$ cat src/rtl/reg_file_sb_pkg.sv
// Shared defaults and elaboration-time helpers for the scoreboarded register file.
package reg_file_sb_pkg;

  localparam int DEFAULT_DATA_W   = 32;
  localparam int DEFAULT_NUM_REGS = 32;

  // Ceiling log2 with a floor of 1 so a single-bit index is still a legal vector.
  function automatic int clog2(input int n);
    int r;
    r = 32'sd1;
    while ((32'sd1 << r) < n) r = r + 32'sd1;
    return r;
  endfunction

  function automatic logic idxValid(input int idx, input int numRegs);
    return (idx > 32'sd0) && (idx < numRegs);
  endfunction

endpackage

$ cat src/rtl/reg_file_sb_scoreboard.sv
// Pending-producer scoreboard: one pending bit per register plus a registered
// count of pending entries, with per-read-port hazard flags.
module reg_scoreboard
  import reg_file_sb_pkg::*;
#(
  parameter int NUM_REGS = DEFAULT_NUM_REGS,
  parameter int NUM_RD   = 2,
  parameter int BYPASS   = 1,
  parameter int AW       = clog2(NUM_REGS),
  parameter int CW       = clog2(NUM_REGS + 1)
) (
  input  logic                 clk,
  input  logic                 reset,
  input  logic                 RegWrite,
  input  logic [AW-1:0]        WriteRegister,
  input  logic                 Reserve,
  input  logic [AW-1:0]        ReserveRegister,
  input  logic [NUM_RD*AW-1:0] ReadRegister,
  output logic [NUM_RD-1:0]    RegBusy,
  output logic [CW-1:0]        BusyCount
);

  localparam int DEPTH = 1 << AW;

  logic [DEPTH-1:0] pending_r;
  logic [DEPTH-1:0] pendingNext_s;
  logic [CW-1:0]    busyCount_r;
  logic [CW-1:0]    countNext_s;
  logic             writeValid_s;
  logic             reserveValid_s;
  logic             countUp_s;
  logic             countDown_s;

  // Qualify write and reserve requests against the architectural register range.
  always_comb begin
    writeValid_s   = RegWrite && idxValid(int'(WriteRegister), NUM_REGS);
    reserveValid_s = Reserve && idxValid(int'(ReserveRegister), NUM_REGS);
  end

  // Next pending vector and count delta; a same-index reserve overrides the write clear.
  always_comb begin
    pendingNext_s = pending_r;
    countUp_s     = 1'b0;
    countDown_s   = 1'b0;
    if (writeValid_s) begin
      pendingNext_s[WriteRegister] = 1'b0;
      countDown_s                  = pending_r[WriteRegister];
    end else begin
      countDown_s = 1'b0;
    end
    if (reserveValid_s) begin
      pendingNext_s[ReserveRegister] = 1'b1;
      countUp_s                      = ~pending_r[ReserveRegister];
      if (writeValid_s && (WriteRegister == ReserveRegister)) begin
        countDown_s = 1'b0;
      end else begin
        countDown_s = countDown_s;
      end
    end else begin
      countUp_s = 1'b0;
    end
  end

  // Count moves by at most one per edge since at most one bit sets and one clears.
  always_comb begin
    case ({countUp_s, countDown_s})
      2'b10:   countNext_s = busyCount_r + {{(CW-1){1'b0}}, 1'b1};
      2'b01:   countNext_s = busyCount_r - {{(CW-1){1'b0}}, 1'b1};
      default: countNext_s = busyCount_r;
    endcase
  end

  // Scoreboard state register.
  always_ff @(posedge clk or posedge reset) begin
    if (reset) begin
      pending_r   <= {DEPTH{1'b0}};
      busyCount_r <= {CW{1'b0}};
    end else begin
      pending_r   <= pendingNext_s;
      busyCount_r <= countNext_s;
    end
  end

  // Hazard flag per read port; a forwarded write hides the stale pending bit.
  always_comb begin
    RegBusy = {NUM_RD{1'b0}};
    for (int i = 0; i < NUM_RD; i++) begin
      if (idxValid(int'(ReadRegister[i*AW +: AW]), NUM_REGS)) begin
        RegBusy[i] = pending_r[ReadRegister[i*AW +: AW]] &&
                     !((BYPASS != 32'sd0) && writeValid_s &&
                       (WriteRegister == ReadRegister[i*AW +: AW]));
      end else begin
        RegBusy[i] = 1'b0;
      end
    end
  end

  assign BusyCount = busyCount_r;

endmodule

$ cat src/rtl/reg_file_sb.sv
// Multi-read, single-write register file with zero register, optional write
// forwarding and an attached pending-producer scoreboard.
module reg_file_sb
  import reg_file_sb_pkg::*;
#(
  parameter int DATA_W   = DEFAULT_DATA_W,
  parameter int NUM_REGS = DEFAULT_NUM_REGS,
  parameter int NUM_RD   = 2,
  parameter int BYPASS   = 1,
  localparam int AW      = clog2(NUM_REGS),
  localparam int CW      = clog2(NUM_REGS + 1)
) (
  input  logic                     clk,
  input  logic                     reset,
  input  logic                     RegWrite,
  input  logic [AW-1:0]            WriteRegister,
  input  logic [DATA_W-1:0]        WriteData,
  input  logic [NUM_RD*AW-1:0]     ReadRegister,
  output logic [NUM_RD*DATA_W-1:0] ReadData,
  input  logic                     Reserve,
  input  logic [AW-1:0]            ReserveRegister,
  output logic [NUM_RD-1:0]        RegBusy,
  output logic [CW-1:0]            BusyCount
);

  localparam int DEPTH = 1 << AW;

  // Entries at and above NUM_REGS are never written and never read out.
  logic [DATA_W-1:0] regMem_r [DEPTH];
  logic              writeValid_s;

  always_comb begin
    writeValid_s = RegWrite && idxValid(int'(WriteRegister), NUM_REGS);
  end

  // Register storage; entry 0 is excluded by the write qualifier.
  always_ff @(posedge clk or posedge reset) begin
    if (reset) begin
      for (int r = 0; r < DEPTH; r++) begin
        regMem_r[r] <= {DATA_W{1'b0}};
      end
    end else if (writeValid_s) begin
      regMem_r[WriteRegister] <= WriteData;
    end
  end

  // Independent read ports with range check, reset masking and optional forwarding.
  always_comb begin
    ReadData = {(NUM_RD*DATA_W){1'b0}};
    for (int i = 0; i < NUM_RD; i++) begin
      if (reset) begin
        ReadData[i*DATA_W +: DATA_W] = {DATA_W{1'b0}};
      end else if (!idxValid(int'(ReadRegister[i*AW +: AW]), NUM_REGS)) begin
        ReadData[i*DATA_W +: DATA_W] = {DATA_W{1'b0}};
      end else if ((BYPASS != 32'sd0) && writeValid_s &&
                   (WriteRegister == ReadRegister[i*AW +: AW])) begin
        ReadData[i*DATA_W +: DATA_W] = WriteData;
      end else begin
        ReadData[i*DATA_W +: DATA_W] = regMem_r[ReadRegister[i*AW +: AW]];
      end
    end
  end

  reg_scoreboard #(
    .NUM_REGS (NUM_REGS),
    .NUM_RD   (NUM_RD),
    .BYPASS   (BYPASS),
    .AW       (AW),
    .CW       (CW)
  ) uScoreboard (
    .clk             (clk),
    .reset           (reset),
    .RegWrite        (RegWrite),
    .WriteRegister   (WriteRegister),
    .Reserve         (Reserve),
    .ReserveRegister (ReserveRegister),
    .ReadRegister    (ReadRegister),
    .RegBusy         (RegBusy),
    .BusyCount       (BusyCount)
  );

endmodule

$ cat config.mk
export PLATFORM = sky130hd
export DESIGN_NAME = reg_file_sb
export DESIGN_NICKNAME = d
export VERILOG_FILES = /design/src/rtl/reg_file_sb_pkg.sv /design/src/rtl/reg_file_sb_scoreboard.sv /design/src/rtl/reg_file_sb.sv
export SDC_FILE = /design/constraint.sdc
export NUM_CORES = 2
export LEC_CHECK = 0
export ABC_CLOCK_PERIOD_IN_PS = 65200
export BUFFER_PORTS_ARGS = -buffer_cell sky130_fd_sc_hd__buf_2
export CAP_MARGIN = 30
export CORE_UTILIZATION = 55
export DETAILED_ROUTE_END_ITERATION = 12
export HOLD_SLACK_MARGIN = 0.08
export PLACE_DENSITY = 0.76
export SYNTH_ARGS = -nofsm -noshare
export SYNTH_HDL_FRONTEND = slang
export SYNTH_SLANG_ARGS = --single-unit
$ cat constraint.sdc
create_clock -name clk -period 65.2 [get_ports clk]
set_input_delay 0 -clock clk [delete_from_list [all_inputs] [get_ports clk]]
set_output_delay 0 -clock clk [all_outputs]
set_load 0.1 [all_outputs]
==> run summary <==
Share of cells above drive strength 1 - 0.490
Boundary pin count - 128
Pin count of the biggest net entering global routing - 189
VDD IR-drop max - 0.0000400 V
Leakage - 27.9 nW
Async set or reset register ratio after synthesis - 1.00
Final wirelength - 178 mm
Starting DRC count in detailed routing - 4447
First-pass GRT wire length - 265 mm
TNS Setup - 0 ns
CTS Buf Count - 111
Total nets after synthesis - 4040
Minimum clock period - 4.64 ns
Sw Pwr - 0.596 mW
CP Class - input pin to output port
Final Hold Viols - 0
Actual slew at the worst max-slew pin - 1.06 ns
Dominant synthesized flop cell - dfrtp_1
Routed Antenna Nets - 0
Pwr Density - 31.4 nW/um2
#FFs+latches synth - 1062
Status - finished clean
Met1 usage - 0.446
Total Nets Final - 3967
DR WL/cell - 32.9 um
Die Area - 107000 um2
Core area - 105000 um2
Clk network pwr share - 0.330
Die Ht - 328 um
Final Cycle Share - 0.0712
Total GRT Usage - 0.335
Cell count after synthesis - 3978
R2r startpoint - uScoreboard.pending_r[7]
Highest clock rate - 0.215 GHz
EDFF count, synth - 0
CTS tree - built
CP arrival - 4.64 ns
Reg2Reg Setup Slack - 61.88 ns
Area grow syn2layout - 9.95%
Area contributors post-synth - dfrtp_1 (46%), mux2_2 (19%), mux4_2 (19%)
Initial Util - 0.555
Final count of pins violating max slew - 0
Crit Path Max Fanout - 120
Non-filler cells, final - 5395
Hold Crit Class - input pin to flop
IO Port Bufs - 127
Clk root buf - clkbuf_16
Placed insts - 5128
Synth cell count leaders - dfrtp_1 (1062), mux2_2 (998), mux4_2 (490)
Sequential cell fraction of total power - 0.439
Setup WS post-layout - 60.56 ns
CTS resizes - 0
Worst Hold Endpoint - uScoreboard.pending_r[11]
Vias - 38.6k
Vias in the first global route - 39.1k
Slew headroom - 0.295
Clock latency on the worst-skew pair - 0.69 ns
Met3 usage - 0.0745
Total Power - 2.01 mW
Synthesis Warnings - 0
Internal - 1.42 mW
Post-CTS setup buffer count - 0
Mapped Area - 58300 um2
DP Wirelength - 98.2 mm
Pre-CTS WS - 60.48 ns
DR pass1 iterations - 7
Yosys cell types - 64
GP Congestion - 0.887
Sw Ratio - 0.296
Sequential fraction of the synthesis area - 0.456
Hold Path Origin - WriteRegister[3]
Startpoint Class - input pin
DRC viols - 0
Row count - 119
Final setup fails - 0
Worst r2r dst - uScoreboard.BusyCount[5]
Top cell type by total area after synthesis - dfrtp_1
# H-tree levels - 3
Vias per cell - 7.16
Clock transition at the registers of the reported paths - 0.06 ns
Worst Reg-to-Reg Cells - 12
Max-Cap Viols - 0
Worst Path Required - 65.20 ns
Clock Sink Count - 1062
Fin Hold WS - 0.153 ns
Clock Tree Buf Depth - 3
Busiest layer in global routing - met2
Met2 Resource Use GR - 0.522
Hold path depth - 5
Top-count cell post-synth - dfrtp_1
Total gr overflow - 0
Setup crit end kind - output port
Horiz. Die Dim - 328 um
Clock skew - 0.0118 ns
Gate power share - 0.231
Top-area cell type share of the netlist area - 0.456
Post-Syn Area per Cell - 14.7 um2
Initial antenna violation count - 5
RSZ-0062 raised after global routing - no
## worst max path at each step
stage | slack, ns | to | cells after the start | start
after floorplan | 35.29 | regMem_r[0] | 1 | reset
after global placement | 60.50 | ReadData[3] | 8 | ReadRegister[0]
after detailed placement | 60.48 | ReadData[3] | 8 | ReadRegister[0]
after CTS | 60.47 | ReadData[3] | 8 | ReadRegister[0]
after global routing | 60.21 | ReadData[8] | 8 | ReadRegister[0]
final | 60.56 | ReadData[8] | 8 | ReadRegister[0]
## power groups by stage
stage / Clock, mW / Sequential, mW / Combinational [mW]
3_5_place_dp: 0 / 0.890 / 0.457
5_1_grt: 0.694 / 0.899 / 0.493
2_1_floorplan: 0 / 0.873 / 0.367
3_3_place_gp: 0 / 0.881 / 0.445
4_1_cts: 0.669 / 0.879 / 0.462
6_report: 0.663 / 0.884 / 0.465
## critical path: stages
cell and delay [ns]:
buf_8 0.31, buf_4 0.74, buf_4 0.82, buf_12 0.71, mux4_2 0.61, mux4_2 0.47
a221o_1 0.42, buf_2 0.33
## per-stage QoR
step	instance area, um2	utilization
after global placement	59400	0.566
final	64100	0.610
after global routing	64100	0.610
after floorplan	58300	-
after CTS	63900	0.608
after detailed placement	59600	0.567
## cells by family (layout without fill, tap and decap cells)
kind of cell               Yosys count  in the layout  synth area share
and+or+nand+nor                    245            245            0.0210
muxes                             1778           1778             0.432
DFF                               1062           1062             0.456
adders and majority gates            6              6           0.00142
other                                0              4                 0
xor gates and xnor gates            19             19           0.00285
AOI/OAI and AO/OA                  393            393            0.0484
buffers and inverters              475            497            0.0385
## layout by cell type, fill, tap and decap left out, types with 52 or more instances in the layout
master / count
a21oi_1: 52
a221oi_1: 65
buf_2: 120
buf_4: 80
clkbuf_16: 111
dfrtp_1: 1062
mux2_2: 998
mux2i_1: 290
mux4_2: 490
nand2_1: 58
o21ai_0: 84
## final cells by class
| class | instances | area (um2) |
|---|---|---|
| Inverter | 21 | 91.3 |
| Multi-Input combinational cell | 2441 | 29700 |
| Fill cell | 7738 | 41000 |
| Antenna cell | 4 | 10.0 |
| Timing Repair Buffer | 268 | 2100 |
| Clock inverter | 60 | 672 |
| Clock buffer | 148 | 3180 |
| Tap cell | 1391 | 1740 |
| Sequential cell | 1062 | 26600 |
## repair_timing
action / in CTS / in global routing
endpoints found under the setup margin: 0 / 0
endpoints found under the hold margin: 1104 / 0
hold buffers: 49 / 0
## flip-flops by register name, indices dropped and copies added, names as in the netlist
signal                 flops
regMem_r                1024
uScoreboard.pending_r     32
uScoreboard.BusyCount      6
## per-layer routing
metal | vias to the layer above | share of wire
met5 | - | 0.00015
met4 | 4 | 0.055
met3 | 555 | 0.097
met2 | 2260 | 0.47
met1 | 20510 | 0.38
li1 | 15305 | -
No activity file was read; power rests on OpenSTA's default activity.
